===== src/rtl/seg_frame_decoder_if.sv =====
// ----------------------------------------------------------------------------
// seg_frame_decoder_if
// Snooped seven-segment display bus. The board driver is the master: it
// drives the multiplexed active-low segment lines and the active-low digit
// enables. The frame decoder only ever observes the bus, so it connects
// through the slave modport.
//
// Signals:
//   segs     [7:0]            active-low segments, bit7 = DP, bits6:0 = g..a
//   dig_sel  [NUM_DIGITS-1:0] active-low digit enables, one low bit per digit
// ----------------------------------------------------------------------------
interface seg_frame_decoder_if #(
   parameter int NUM_DIGITS = 6
);
   logic [7:0]            segs;
   logic [NUM_DIGITS-1:0] dig_sel;

   // Driver side of the display bus
   modport master (
      output segs,
      output dig_sel
   );

   // Observer side of the display bus
   modport slave (
      input segs,
      input dig_sel
   );
endinterface


===== src/rtl/seg_frame_decoder.sv =====
// ----------------------------------------------------------------------------
// seg_frame_decoder
// Watches a multiplexed seven-segment display bus and rebuilds the BCD value
// being shown on every digit. A digit is only accepted once the same
// {dig_sel, segs} sample has been held for STABLE_CYCLES consecutive cycles,
// which rejects scan transitions and glitches. Blank (all segments off) and
// undecodable patterns are flagged per digit. A one-cycle strobe marks each
// point where every digit has been captured since the previous strobe.
//
// Ports:
//   clk            system clock
//   rst            synchronous reset, active-high
//   bus            snooped display bus (slave modport): segs, dig_sel
//   digits_o       decoded nibble per digit, digit i at [4i+3:4i]
//   blank_o        digit i last committed as all-off
//   invalid_o      digit i last committed as an undecodable pattern
//   frame_valid_o  one-cycle pulse once all digits have been committed
//   sel_err_o      sticky flag, a multi-hot dig_sel was observed
//   bad_count_o    saturating count of undecodable commits
// ----------------------------------------------------------------------------
module seg_frame_decoder #(
   parameter int NUM_DIGITS    = 6,
   parameter int STABLE_CYCLES = 4
) (
   input  logic                    clk,
   input  logic                    rst,
   seg_frame_decoder_if.slave      bus,
   output logic [4*NUM_DIGITS-1:0] digits_o,
   output logic [NUM_DIGITS-1:0]   blank_o,
   output logic [NUM_DIGITS-1:0]   invalid_o,
   output logic                    frame_valid_o,
   output logic                    sel_err_o,
   output logic [7:0]              bad_count_o
);

   localparam int IDX_W    = (NUM_DIGITS > 1) ? $clog2(NUM_DIGITS) : 1;
   localparam int SAMPLE_W = NUM_DIGITS + 8;
   localparam logic [4:0] STABLE_MAX = 5'(STABLE_CYCLES);

   typedef struct packed {
      logic       blank;
      logic       invalid;
      logic [3:0] value;
   } decodeT;

   // Full 8-bit compare, including DP. Anything not in the table is reported
   // as undecodable so that a damaged pattern can never pass as a real digit.
   function automatic decodeT decodeSegs(input logic [7:0] pattern);
      decodeT result;
      result = '{blank: 1'b0, invalid: 1'b0, value: 4'h0};
      case (pattern)
         8'hC0:   result.value = 4'd0;
         8'hF9:   result.value = 4'd1;
         8'hA4:   result.value = 4'd2;
         8'hB0:   result.value = 4'd3;
         8'h99:   result.value = 4'd4;
         8'h92:   result.value = 4'd5;
         8'h82:   result.value = 4'd6;
         8'hF8:   result.value = 4'd7;
         8'h80:   result.value = 4'd8;
         8'h90:   result.value = 4'd9;
         8'hFF: begin
            result.blank = 1'b1;
            result.value = 4'hF;
         end
         default: begin
            result.invalid = 1'b1;
            result.value   = 4'hE;
         end
      endcase
      return result;
   endfunction

   // Registered state
   logic [4*NUM_DIGITS-1:0] digits_q,     digits_d;
   logic [NUM_DIGITS-1:0]   blank_q,      blank_d;
   logic [NUM_DIGITS-1:0]   invalid_q,    invalid_d;
   logic                    frameValid_q, frameValid_d;
   logic                    selErr_q,     selErr_d;
   logic [7:0]              badCount_q,   badCount_d;
   logic [4:0]              cnt_q,        cnt_d;
   logic                    committed_q,  committed_d;
   logic [SAMPLE_W-1:0]     prevSample_q, prevSample_d;
   logic                    prevValid_q,  prevValid_d;
   logic [NUM_DIGITS-1:0]   frameMask_q,  frameMask_d;

   // Select qualification
   logic [3:0]            lowCount;
   logic [IDX_W-1:0]      selIdx;
   logic                  sampleValid;
   logic                  multiHot;
   logic [SAMPLE_W-1:0]   curSample;
   logic                  sameSample;
   logic                  commit;
   decodeT                decoded;
   logic [NUM_DIGITS-1:0] commitMask;
   logic [NUM_DIGITS-1:0] mergedMask;

   // Count the low enables and remember which one was low. A single low bit
   // is a real sample; none is idle and more than one is a bus fault.
   always_comb begin
      lowCount = 4'd0;
      selIdx   = '0;
      for (int i = 0; i < NUM_DIGITS; i++) begin
         if (!bus.dig_sel[i]) begin
            lowCount = lowCount + 4'd1;
            selIdx   = IDX_W'(i);
         end
      end
      sampleValid = (lowCount == 4'd1);
      multiHot    = (lowCount > 4'd1);
   end

   // Stability tracking and commit decision. The run counter saturates at
   // STABLE_CYCLES and the committed flag makes a long hold commit only once;
   // any change of sample, or a break in valid samples, starts a new run.
   always_comb begin
      curSample    = {bus.dig_sel, bus.segs};
      sameSample   = prevValid_q && (curSample == prevSample_q);
      cnt_d        = cnt_q;
      committed_d  = committed_q;
      commit       = 1'b0;
      prevSample_d = curSample;
      prevValid_d  = sampleValid;

      if (!sampleValid) begin
         cnt_d = 5'd0;
      end else if (sameSample) begin
         cnt_d = (cnt_q >= STABLE_MAX) ? STABLE_MAX : cnt_q + 5'd1;
      end else begin
         cnt_d       = 5'd1;
         committed_d = 1'b0;
      end

      if (sampleValid && (cnt_d == STABLE_MAX) && !committed_d) begin
         commit      = 1'b1;
         committed_d = 1'b1;
      end
   end

   // Output update and frame assembly. The commit bit is merged into the
   // mask before testing for completion, so the final digit of a frame
   // raises the strobe on the same edge it lands and the mask restarts empty;
   // a commit during the strobe cycle then simply starts the next frame.
   always_comb begin
      decoded      = decodeSegs(bus.segs);
      digits_d     = digits_q;
      blank_d      = blank_q;
      invalid_d    = invalid_q;
      badCount_d   = badCount_q;
      selErr_d     = selErr_q | multiHot;
      commitMask   = '0;

      if (commit) begin
         commitMask                      = NUM_DIGITS'(1) << selIdx;
         digits_d[4*int'(selIdx) +: 4]   = decoded.value;
         blank_d[selIdx]                 = decoded.blank;
         invalid_d[selIdx]               = decoded.invalid;
         if (decoded.invalid && (badCount_q != 8'hFF)) begin
            badCount_d = badCount_q + 8'd1;
         end
      end

      mergedMask   = frameMask_q | commitMask;
      frameValid_d = &mergedMask;
      frameMask_d  = frameValid_d ? '0 : mergedMask;
   end

   // State registers with synchronous reset
   always_ff @(posedge clk) begin
      if (rst) begin
         digits_q     <= '1;
         blank_q      <= '1;
         invalid_q    <= '0;
         frameValid_q <= 1'b0;
         selErr_q     <= 1'b0;
         badCount_q   <= 8'd0;
         cnt_q        <= 5'd0;
         committed_q  <= 1'b0;
         prevSample_q <= '0;
         prevValid_q  <= 1'b0;
         frameMask_q  <= '0;
      end else begin
         digits_q     <= digits_d;
         blank_q      <= blank_d;
         invalid_q    <= invalid_d;
         frameValid_q <= frameValid_d;
         selErr_q     <= selErr_d;
         badCount_q   <= badCount_d;
         cnt_q        <= cnt_d;
         committed_q  <= committed_d;
         prevSample_q <= prevSample_d;
         prevValid_q  <= prevValid_d;
         frameMask_q  <= frameMask_d;
      end
   end

   assign digits_o      = digits_q;
   assign blank_o       = blank_q;
   assign invalid_o     = invalid_q;
   assign frame_valid_o = frameValid_q;
   assign sel_err_o     = selErr_q;
   assign bad_count_o   = badCount_q;

endmodule


===== src/flat_wrapper.sv =====
// flat-port wrapper written by rule: the top's interface ports become plain ports
module seg_frame_decoder_flat 
#(
   parameter int NUM_DIGITS    = 6,
   parameter int STABLE_CYCLES = 4
)
  (clk, rst, digits_o, blank_o, invalid_o, frame_valid_o, sel_err_o, bad_count_o, bus_segs, bus_dig_sel);
  seg_frame_decoder_if #(.NUM_DIGITS(NUM_DIGITS)) bus_i ();
  input  logic clk;
  input  logic rst;
  output logic [4*NUM_DIGITS-1:0] digits_o;
  output logic [NUM_DIGITS-1:0] blank_o;
  output logic [NUM_DIGITS-1:0] invalid_o;
  output logic frame_valid_o;
  output logic sel_err_o;
  output logic [7:0] bad_count_o;
  input wire logic [$bits(bus_i.segs)-1:0] bus_segs;
  input wire logic [$bits(bus_i.dig_sel)-1:0] bus_dig_sel;
  assign bus_i.segs = bus_segs;
  assign bus_i.dig_sel = bus_dig_sel;
  seg_frame_decoder #(.NUM_DIGITS(NUM_DIGITS), .STABLE_CYCLES(STABLE_CYCLES)) u_core (.clk(clk), .rst(rst), .bus(bus_i), .digits_o(digits_o), .blank_o(blank_o), .invalid_o(invalid_o), .frame_valid_o(frame_valid_o), .sel_err_o(sel_err_o), .bad_count_o(bad_count_o));
endmodule

===== config.mk =====
export PLATFORM = sky130hd
export DESIGN_NAME = seg_frame_decoder_flat
export DESIGN_NICKNAME = d
export VERILOG_FILES = /design/src/rtl/seg_frame_decoder_if.sv /design/src/rtl/seg_frame_decoder.sv /design/src/flat_wrapper.sv
export SDC_FILE = /design/constraint.sdc
export NUM_CORES = 1
export LEC_CHECK = 0
export BUFFER_PORTS_ARGS = -buffer_cell sky130_fd_sc_hd__buf_2
export CORE_ASPECT_RATIO = 0.9
export CORE_MARGIN = 2
export CORE_UTILIZATION = 40
export DETAILED_ROUTE_END_ITERATION = 6
export GPL_ROUTABILITY_DRIVEN = 0
export PLACE_DENSITY = 0.7
export SLEW_MARGIN = 10
export SYNTH_ARGS = -nofsm -noshare
export SYNTH_HDL_FRONTEND = slang
export SYNTH_SLANG_ARGS = --single-unit

===== constraint.sdc =====
create_clock -name clk -period 5.3 [get_ports clk]
set_input_delay 0.795 -clock clk [delete_from_list [all_inputs] [get_ports clk]]
set_output_delay 0.795 -clock clk [all_outputs]
set_load 0.05 [all_outputs]

==> results of run 1 <==
-- cells by family (layout without fill, tap and decap cells) --
| group | count (synthesis) | count (layout) | synth area share, % |
|---|---|---|---|
| AO/OA/AOI/OAI | 76 | 76 | 14.8 |
| XOR/XNOR | 19 | 19 | 5.58 |
| adder cells (fa/ha/maj) | 14 | 14 | 4.24 |
| buffers and inverters | 48 | 98 | 6.18 |
| flip-flops | 73 | 73 | 35.4 |
| multiplexers | 26 | 26 | 6.67 |
| other | 1 | 2 | 0.0908 |
| AND/OR/NAND/NOR | 184 | 184 | 27.0 |
-- metrics by stage --
| stage | instance area (um^2) | utilization, % |
|---|---|---|
| after CTS | 4720 | 46.5 |
| after global routing | 4720 | 46.5 |
| after floorplan | 4130 | - |
| final | 4720 | 46.5 |
| after detailed placement | 4430 | 43.6 |
| after global placement | 4430 | 43.6 |
-- worst register-to-register path: stages (launching register included) --
cell and delay (ps):
dfxtp_1 300, xnor2_1 210, nand4_1 190, nor4_4 480, and3_1 470, nand3_4 300
nor4_1 330, mux2_2 360
-- where the power goes --
| group | switching [mW] | internal [mW] |
|---|---|---|
| Sequential | 0.00723 | 0.562 |
| Clock | 0.213 | 0.386 |
| Combinational | 0.144 | 0.0786 |
-- cells in the mapped netlist, types with 11 or more instances --
cell type	count	area share, %
dfxtp_1	73	35
nand2_1	44	4.0
nor2_1	25	2.3
mux2i_1	23	5.6
nand3_1	23	2.8
inv_1	20	1.8
a21oi_1	17	2.1
o21ai_0	15	1.8
ha_1	14	4.2
xnor2_1	14	3.0
nand4_1	11	1.7
nor2b_1	11	1.7
-- metal layers --
metal	vias up	part of all wire, %
met5	-	0
met4	0	1.1
met3	11	5.7
met2	88	46
met1	1618	47
li1	1675	-
-- cells in the final DEF, fill, tap and decap left out, types with 3 or more instances in the layout --
cell type,count
a211oi_1,5
or3_1,9
o21ai_0,15
nand3b_1,3
mux2i_1,23
nand4_1,11
o31ai_1,5
dfxtp_1,73
nand3_1,23
inv_1,20
a211o_1,3
or4_1,7
nor2_1,25
nor3_1,6
nor4_4,5
nor4_1,4
and4_1,4
ha_1,14
clkbuf_16,9
a21oi_1,17
and3_1,4
buf_2,61
nand2b_1,6
xnor2_1,14
nor4_2,4
nand2_1,44
nor2b_1,11
-- cell type report --
type / count / area (um^2) / share of cell area [%]
multi-input cells: 321 / 2410 / 51.1
clock buffers: 12 / 256 / 5.43
well taps: 129 / 161 / 3.42
clock inverters: 3 / 40.0 / 0.848
repair buffers: 61 / 305 / 6.47
inverters: 22 / 82.6 / 1.75
flip-flops and latches: 73 / 1460 / 30.9
-- how the worst max path moves through the flow --
stage | from | endpoint | slack (ps)
after global routing | bus_dig_sel[1] | u_core.bad_count_o[5]$_SDFFE_PP0P_ | 540
after floorplan | bus_dig_sel[1] | u_core.digits_o[1]$_SDFFE_PP1P_ | 1270
after CTS | bus_dig_sel[1] | u_core.digits_o[13]$_SDFFE_PP1P_ | 1000
after detailed placement | bus_dig_sel[1] | u_core.bad_count_o[5]$_SDFFE_PP0P_ | 670
final | bus_dig_sel[1] | u_core.bad_count_o[7]$_SDFFE_PP0P_ | 950
after global placement | bus_dig_sel[1] | u_core.digits_o[0]$_SDFFE_PP1P_ | 800
-- registers in the layout, indices dropped and copies added (netlist names) --
signal and count:
u_core.digits_o 24, u_core.prevSample_q 14, u_core.bad_count_o 8, u_core.blank_o 6, u_core.frameMask_q 6, u_core.invalid_o 6
u_core.cnt_q 5, u_core.committed_q 1, u_core.frame_valid_o 1, u_core.prevValid_q 1, u_core.sel_err_o 1
==> results.txt, run 1 <==
- 62 I/O pins were placed.
* Clock transition at the registers of the reported paths: 60 ps
- Endpoint of the worst register-to-register path: u_core.bad_count_o[7]$_SDFFE_PP0P_
* Hold path startpoint: u_core.invalid_o[1]$_SDFFE_PP0P_
* Remaining max-slew budget at the tightest pin: 37.3%
* Hold buffer count at CTS: 0
- HPWL after detailed placement: 6980 um
- Wire length of the first global-routing pass: 16,100 um
- Detail-routed via count per cell: 5.46
* Maximum VDD drop: 173 uV
- Grt met2 use: 27.7%
* Critical path start-end classification: in -> reg
- Routing usage on met3: 5.56%
- Seq/Total Area, Yosys: 35.4%
* Number of cells after detailed placement: 606
- For this run, asynchronously set or reset flops after synthesis account for 0%.
- Ratio of cells with drive above 1 in the final layout: 23.6%
* Average wire per standard cell: 15.6 um
* Max Cap Violations: 0
- Summing every instance area after synthesis gives 0.00413 mm^2.
- Routed wire length: 9690 um
- Final Instance Count excl. Fillers: 621
- After synthesis the netlist holds a flip-flop and latch count of 73.
- CTS built an H-tree with a depth of 3.
* CP Cell Sequence: buf_2 > inv_1 > ha_1 > mux2i_1 > xnor2_1 > a21oi_1 > inv_1 > ha_1 > nor2_1 > a21oi_1 > ha_1 > nand2b_1 > a21oi_1 > mux2i_4 > o2bb2ai_4 > nand3_4 > nor4_1 > mux2_2
* Worst-Margin Slew: 940 ps
- Data arrival time at the worst-slack endpoint: 4570 ps
- Power density over cell area: 294 mW/mm^2
- 0 antenna diodes ended up in the layout.
- Final #Nets: 518
- For this run, design rule violations remaining after detail routing come to 0.
- The number of antenna violations at the first check in global routing came to 0.
* CP Launch Type: input port
- The clock arrives with 3.93 ps of skew.
- Critical-path maximum fanout: 29
- For this run, the slowest stage of the critical path takes 360 ps.
* Router iterations before antenna repair: 4
- P&R area growth vs syn: 14.4%
- Counting buffers and inverters, the worst setup path is 18 cells deep.
* Worst r2r path cells: 7
- The global routing stage identified its most utilized layer as met2.
- On the critical path, the stage with the largest delay is an instance of mux2_2.
* Kind of end point of the critical path: flop
- In the synthesized netlist, the number of instances is 441.
- Starting utilization of the core area: 40.6%
* CTS resizes: 0
- Placement row count: 35
- Number of enable flip-flop cells after synthesis: 0
- Synthesis instantiated 77 different standard cells from the library.
- Part of the cycle the worst path needs: 82.1%
- Setup violations remaining at the end of the flow were counted as 0.
- In this run the critical register-to-register path is launched from u_core.prevSample_q[8]$_SDFF_PP0_.
* Maximum count of clock buffers along a single path: 2
- Hold timing on the final database bottoms out at a slack of 460 ps.
- The number of global-route vias before repair was 3,251.
- Buffers placed on the I/O ports in this run total 61.
* Unrepaired setup endpoints after global routing: false
- In this design, the largest share of critical-path delay is due to compound AO/OA/AOI/OAI gates.
* Final ANT Viol Nets: 0
* Die X: 111 um
- Met1 Usage GRT: 23.7%
- Synthesis warning total: 0
* Clock tree from TritonCTS: built
* Die Span Y: 100 um
* Highest achievable clock rate: 0.230 GHz
- The tree is rooted in a clkbuf_16.
* Largest net degree at the start of global routing: 39
- Total CTS buffers: 9
- Required time worst endpoint: 5520 ps
- Core Region: 0.0102 mm^2
- Most used DFF post-synth: dfxtp_1
- Worst path setup slack after routing: 947 ps
* Destination of the worst hold path: u_core.invalid_o[1]$_SDFFE_PP0P_
- Total power after layout: 1.39 mW
* Post-Place Worst Slack: 670 ps
* Leakage: 1.76 nW
- Synthesized area divided by synthesized cell count: 9.36 um^2
* Final Hold Vio Count: 0
- Total Die Area: 0.0111 mm^2
- Setup slack on the worst flop-to-flop path: 2550 ps
- The flow ran to the end, and the final reports show no timing, DRC or antenna violations.
- The worst path needs 4350 ps of the cycle, external delays included.
- Iter 0 DRT Violations: 215
* Fin Setup TNS: 0 ps
- The final count of pins violating max slew is 0.
- For this block, the via count after detailed routing is 3,392.
- Remaining global-route overflow: 0
* Clock Latency Late Sink: 330 ps
- Num Clock Sinks: 73
- Counting instances, the worst hold path has a depth of 2.
- The critical path contains buffers and inverters numbering 3 combined.
- Number of buffers inserted by post-CTS setup repair: 0
- All-layer global routing usage: 17.8%
- The worst hold path belongs to the class reg -> reg.
- The filler cells instantiated in the layout total 968.
Power figures use the tool's default switching activity.
==> run 2: changes to the inputs <==
==> constraint.sdc (replaced) <==
create_clock -name clk -period 4.4 [get_ports clk]
set_input_delay 0.66 -clock clk [delete_from_list [all_inputs] [get_ports clk]]
set_output_delay 0.66 -clock clk [all_outputs]
set_load 0.05 [all_outputs]
==> run 2 against run 1 <==
Effect of this change:
- global-route usage is 0.19 points higher
- die area stayed put
- combinational power rose by 26%
- sequential share of layout area decreased by 0.30 points
- critical path depth fell by 1
- register-to-register slack got worse by 950 ps
- non-clock buffer count grew 7
- setup slack worse by 500 ps
- count of clock-buffer cells in the layout up 1
- via count is 2.0% higher
- cell count grew 1.3%
==> results.txt, run 2 (synthesized netlist as in run 1, its figures left out) <==
* Outcome: completed
- Net load switching power: 0.444 mW
- Fin crit period: 3960 ps
- Total CTS buffers: 9
* Worst path setup slack after routing: 443 ps
* Number of antenna violations at the first check in global routing: 0
- Of the total power, registers draw 40.9%.
- Setup repair after global routing could not meet its margin everywhere.
- Prior to clock tree synthesis, the placed netlist has a worst setup slack of 42.5 ps.
- The sequential cells in the finished layout cover a total of 0.00146 mm^2.
* Final ANT Viol Nets: 0
- The most critical setup path has its startpoint at bus_dig_sel[1].
- TritonCTS built the clock tree.
- Power density over cell area: 352 mW/mm^2
- From synthesis to final layout, the design area changed by 15.5%.
- Crit path max-delay cell type: nor4_4
- Maximum count of clock buffers along a single path: 2
* Met3 wirelength from detailed routing: 507 um
* Part of the cycle the worst path needs: 89.9%
- Critical-path maximum fanout: 9
- Most frequent cells in the layout: dfxtp_1 (73), buf_2 (61), nand2_1 (44), nor2_1 (25)
- Detailed placement ended at an HPWL of 7060 um.
* Clock transition at the registers of the reported paths: 50 ps
- The final layout contains routed wiring with a total length of 9800 um.
* Part of the total power dissipated in the clock network: 42.3%
- For the pin with the worst max-slew slack, the measured transition is 921 ps.
- Leakage: 1.80 nW
* Starting utilization of the core area: 40.6%
* Final Hold Vio Count: 0
* Largest clock skew in the final design: 5.57 ps
* Detail-routed via count per cell: 5.50
- Hold buffer count at CTS: 0
* Number of DRC violations after detailed routing: 0
- Highest routed layer: met4
- The tightest min-delay check is of the reg -> reg type.
- The tree built by TritonCTS fans out to 73 sinks.
- The most numerous cell type found on the critical path is ha_1.
- Htree depth: 3
* CTS resizes: 0
* Average wire per standard cell: 15.6 um
* Via count of the first global-routing pass: 3,350
- In this run the critical register-to-register path is launched from u_core.prevSample_q[8]$_SDFF_PP0_.
- In this run the vertical extent of the chip is 100 um.
- In this run the tool buffered the top-level ports with 61 buffer cells.
- The final count of pins violating max slew came to 0.
- The number of setup buffers added after CTS is 0.
- The floorplan step defined a die boundary enclosing 0.0111 mm^2.
* I/O pin total: 62
- STA classifies the critical path startpoint as an input port.
- All-layer global routing usage: 18.0%
- The worst setup path is captured at a flop.
- Based on the critical path, the design can be clocked at up to 0.253 GHz.
- The worst setup path is of the in -> reg kind.
- Final #Nets: 525
* Maximum VDD drop: 286 uV
- The placed instances occupy a cell area of 0.00448 mm^2.
- The post-route netlist has 24.4% of its cells at a drive strength greater than 1.
- Data arrival time at the worst-slack endpoint: 4130 ps
- CTS placed an instance of clkbuf_16 at the clock tree root.
- Antenna diode instance count: 0
* Die X: 111 um
* Count of filler cells inserted in the layout: 982
* Largest stage delay on the critical path: 410 ps
- Required time worst endpoint: 4570 ps
- Setup violations remaining at the end of the flow were counted as 0.
- Core Region: 0.0102 mm^2
* Total met2 wirelength after detailed routing: 4510 um
- Hold path startpoint: u_core.invalid_o[1]$_SDFFE_PP0P_
- Total non-filler cell area in the finished layout: 0.00477 mm^2
- Summed over all layers, the global routing overflow is 0.
* Comb power frac: 16.8%
- Max-cap violations in this run came to 0.
* Placement row count: 35
- Remaining max-slew budget at the tightest pin: 38.5%
- Iter 0 DRT Violations: 225
- Entering global routing, the biggest net connects 39 pins.
- Internal power component: 1.23 mW
* Router iterations before antenna repair: 5
- Share of total power consumed by net switching: 26.5%
- For the worst-skew pair, the clock arrives at the later sink with an insertion delay of 320 ps.
* Most common cell after layout, fill and taps aside: dfxtp_1
- The first global-routing pass estimated 16,400 um of wire.
- Largest register FFs: 24
- For this block, wires on met1 add up to 4650 um.
- Total vias in the final route: 3,460
- CP Cell Sequence: buf_2 > inv_1 > ha_1 > mux2i_1 > xnor2_1 > a21oi_1 > inv_1 > ha_1 > nor2_1 > a21oi_1 > ha_1 > a22o_1 > nor3_1 > o2111ai_4 > nor4_4 > mux2i_1 > nand2_1
- The multi-input combinational cells in the finished layout cover a total of 0.00241 mm^2.
[run 2: per-layer routing]
layer	up-vias	global-route usage, %
li1	1704	-
met1	1656	23.9
met2	88	29.3
met3	12	3.99
met4	0	6.17
met5	-	0
[run 2: path summary, 6_finish.rpt]
check                                                     endpoint  depth (start not counted)  slack [ps]
worst max-delay path              u_core.digits_o[21]$_SDFFE_PP1P_                         17         440
worst min-delay path              u_core.invalid_o[1]$_SDFFE_PP0P_                          2         460
worst max register to register  u_core.bad_count_o[5]$_SDFFE_PP0P_                          7        1600
worst min register to register    u_core.invalid_o[1]$_SDFFE_PP0P_                          2         460
[run 2: power by group through the flow]
stage	Combinational (mW)	Clock, mW	Sequential [mW]
floorplan	0.221	0	0.704
global placement	0.272	0	0.699
detailed placement	0.277	0	0.700
CTS	0.279	0.726	0.686
global route	0.306	0.761	0.687
finish	0.281	0.710	0.686
[run 2: per-stage QoR]
| step | util, % | setup TNS [ps] | hold slack [ps] | total power, mW | std cells |
|---|---|---|---|---|---|
| after floorplan | - | 0 | 491 | 0.925 | 442 |
| after global placement | 44.1 | 0 | 452 | 0.971 | 613 |
| final | 46.9 | 0 | 462 | 1.68 | 629 |
| after CTS | 46.9 | 0 | 466 | 1.69 | 629 |
| after global routing | 46.9 | -1.89 | 484 | 1.75 | 629 |
| after detailed placement | 44.1 | 0 | 456 | 0.977 | 613 |
[run 2: critical path, delay by kind of cell]
family	cells	cell delay, ps
xor+xnor	1	100
buf+inv	3	330
compound gates	4	810
simple gates	4	870
fa+ha+maj	3	870
mux	2	470
[run 2: cell type report]
type,count,share of cell area [%]
flip-flops and latches,73,30.6
clock inverters,3,0.840
well taps,129,3.38
inverters,22,1.73
repair buffers,68,7.50
multi-input cells,321,50.6
clock buffers,13,5.25
==> run 3: changes to the inputs <==
==> constraint.sdc (replaced) <==
create_clock -name clk -period 4.3 [get_ports clk]
set_input_delay 0.645 -clock clk [delete_from_list [all_inputs] [get_ports clk]]
set_output_delay 0.645 -clock clk [all_outputs]
set_load 0.05 [all_outputs]
==> run 3 against run 2 <==
Effect of this change:
- die area unchanged
- clock skew up 2.7 ps
- non-clock buffer count is 1 higher
- hold slack gained 3.6 ps
- largest cell class unchanged
- highest routed layer unchanged
==> results.txt, run 3 (synthesized netlist as in run 1, its figures left out) <==
* Leakage: 1.80 nW
- Once the floorplan was initialized, standard cells occupied 40.6% of the core.
- Counting along the longest clock path gives a buffer depth of 2.
* Share of total power consumed by net switching: 26.9%
* Highest achievable clock rate: 0.245 GHz
* CTS resizes: 0
- Setup slack on the worst flop-to-flop path: 1560 ps
- TritonCTS built the clock tree.
- For this run, design rule violations remaining after detail routing come to 0.
- Num Clock Sinks: 73
- Setup repair after global routing left no endpoint under its margin.
- The detail route stage leaves a number of antenna-violating nets equal to 0.
* CP Launch Type: input port
- In this run the horizontal extent of the chip is 111 um.
* Total Die Area: 0.0111 mm^2
- Headroom to the max-slew limit came out at 38.8%.
- Registers are responsible for 40.5% of the overall power.
* Antenna diode instance count: 0
- The first global-routing pass estimated 16,900 um of wire.
- Clock transition at the registers of the reported paths: 60 ps
- In this run the most critical hold path is launched from u_core.sel_err_o$_SDFF_PP0_.
* Power density over cell area: 362 mW/mm^2
* Part of the total power dissipated in the clock network: 42.6%
* Via count of the first global-routing pass: 3,355
- I/O Buffers: 61
* Net load switching power: 0.465 mW
* Core Region: 0.0102 mm^2
- The register with the most flip-flops in the layout has 24 of them.
- Required time worst endpoint: 4480 ps
- The library cells used most frequently in the layout, excluding fill and tap cells, are dfxtp_1 (73), buf_2 (61), nand2_1 (44), nor2_1 (25).
- Fill cells in the final layout number 973.
* Reg-to-reg critical path startpoint: u_core.prevSample_q[8]$_SDFF_PP0_
* Detail-routed via count per cell: 5.52
- Most common cell after layout, fill and taps aside: dfxtp_1
- The number of antenna violations at the first check in global routing is 0.
* Ratio of cells with drive above 1 in the final layout: 24.6%
- HPWL after detailed placement: 7180 um
- After floorplanning, the core was divided into 35 placement rows.
- For the pin with the worst max-slew slack, the measured transition is 918 ps.
- Total power after layout: 1.73 mW
* Worst r2r path cells: 7
* Htree depth: 3
- Die Span Y: 100 um
- Maximum VDD drop: 229 uV
* Max-slew violation count: 0
- Setup violations remaining at the end of the flow were counted as 0.
- Routed wire length: 10,000 um
- After detailed routing, the average wire length per cell comes to 15.9 um.
- Comb power frac: 16.9%
- The worst path in the final design needs a cycle of 4080 ps, including I/O delays and setup.
- For the worst setup path, the data arrival time is 4260 ps.
* Critical path start-end classification: in -> reg
* Largest net degree at the start of global routing: 39
- Total non-filler cell area in the finished layout: 0.00478 mm^2
* P&R area growth vs syn: 15.7%
* Kind of end point of the critical path: flop
- For this run, the total global-route usage over all layers was measured as 18.7%.
* Total vias in the final route: 3,475
- Path category of the worst min-delay check: reg -> reg
- In this run the worst path has a maximum fanout of 9.
- Router iterations before antenna repair: 4
- The hold violation total from the final report was 0.
* Root Buffer Master: clkbuf_16
- Internal power component: 1.26 mW
- Final #Nets: 526
- The path with the worst hold slack has its endpoint at u_core.sel_err_o$_SDFF_PP0_.
- Of the available clock period, the critical path in the final layout requires 94.8%.
* Largest clock skew in the final design: 8.22 ps
- Cell Area, Placed: 0.00449 mm^2
- Max Cap Violations: 0
- For this block, the initial DRC count from the detailed router was 315.
- For this design the top-level I/O count stands at 62.
* Total CTS buffers: 9
- Clock Latency Late Sink: 340 ps
* Remaining global-route overflow: 0
- The flow ran to the end, and the final reports show no timing, DRC or antenna violations.
- The worst hold path was traced through 2 stages.
- The worst register-to-register path ends at u_core.bad_count_o[5]$_SDFFE_PP0P_.
-- run 3: metal layers --
metal	vias up	global-route usage [%]	part of all wire [%]
met2	92	30.1	46
li1	1692	-	-
met1	1674	25.0	46
met3	17	3.93	5.4
met4	0	7.22	1.9
met5	-	0	0
-- run 3: how the worst max path moves through the flow --
| stage | start | to | slack, ps | depth (start not counted) |
|---|---|---|---|---|
| 6_report | bus_dig_sel[1] | u_core.digits_o[3]$_SDFFE_PP1P_ | 220 | 17 |
| 5_1_grt | bus_dig_sel[1] | u_core.digits_o[3]$_SDFFE_PP1P_ | 3 | 17 |
| 4_1_cts | bus_dig_sel[1] | u_core.digits_o[21]$_SDFFE_PP1P_ | 250 | 17 |
| 3_5_place_dp | bus_dig_sel[1] | u_core.digits_o[3]$_SDFFE_PP1P_ | -70 | 17 |
| 3_3_place_gp | bus_dig_sel[1] | u_core.digits_o[2]$_SDFFE_PP1P_ | 60 | 16 |
| 2_1_floorplan | bus_dig_sel[1] | u_core.digits_o[1]$_SDFFE_PP1P_ | 420 | 16 |
-- run 3: stage by stage --
step	utilization [%]	instances	TNS (ps)	hold slack, ps	worst slack, ps
after floorplan	-	442	0	491	417
after global placement	44.2	614	0	451	59.6
after detailed placement	44.2	614	-359	455	-65.6
after CTS	47.0	630	0	467	250
after global routing	47.0	630	0	499	2.71
final	47.0	630	0	465	223
-- run 3: layout make-up --
class / instances / area [um^2] / area share [%]
clock buffers: 13 / 250 / 5.24
well taps: 129 / 161 / 3.38
clock inverters: 3 / 40.0 / 0.838
repair buffers: 69 / 365 / 7.65
multi-input cells: 321 / 2410 / 50.6
flip-flops and latches: 73 / 1460 / 30.6
inverters: 22 / 82.6 / 1.73
-- run 3: power by group through the flow --
| stage | clock, mW | sequential [mW] | combinational (mW) |
|---|---|---|---|
| 4_1_cts | 0.747 | 0.701 | 0.290 |
| 5_1_grt | 0.781 | 0.703 | 0.317 |
| 3_5_place_dp | 0 | 0.716 | 0.288 |
| 6_report | 0.737 | 0.701 | 0.292 |
| 2_1_floorplan | 0 | 0.721 | 0.226 |
| 3_3_place_gp | 0 | 0.715 | 0.280 |
-- run 3: critical path, stage by stage --
cell       delay [ps]
buf_2             160
inv_1             120
ha_1              230
mux2i_1           270
xnor2_1           100
a21oi_1           200
inv_1              60
ha_1              320
nor2_1             90
a21oi_1            50
ha_1              300
a22o_1            250
nor3_1            300
o2111ai_4         320
nor4_4            520
mux2i_1           250
nand2_1            70
-- run 3: timing repair --
action / CTS / global route
setup endpoints to repair: 0 / 1
hold buffers: 0 / 0
buffers inserted: 0 / 0
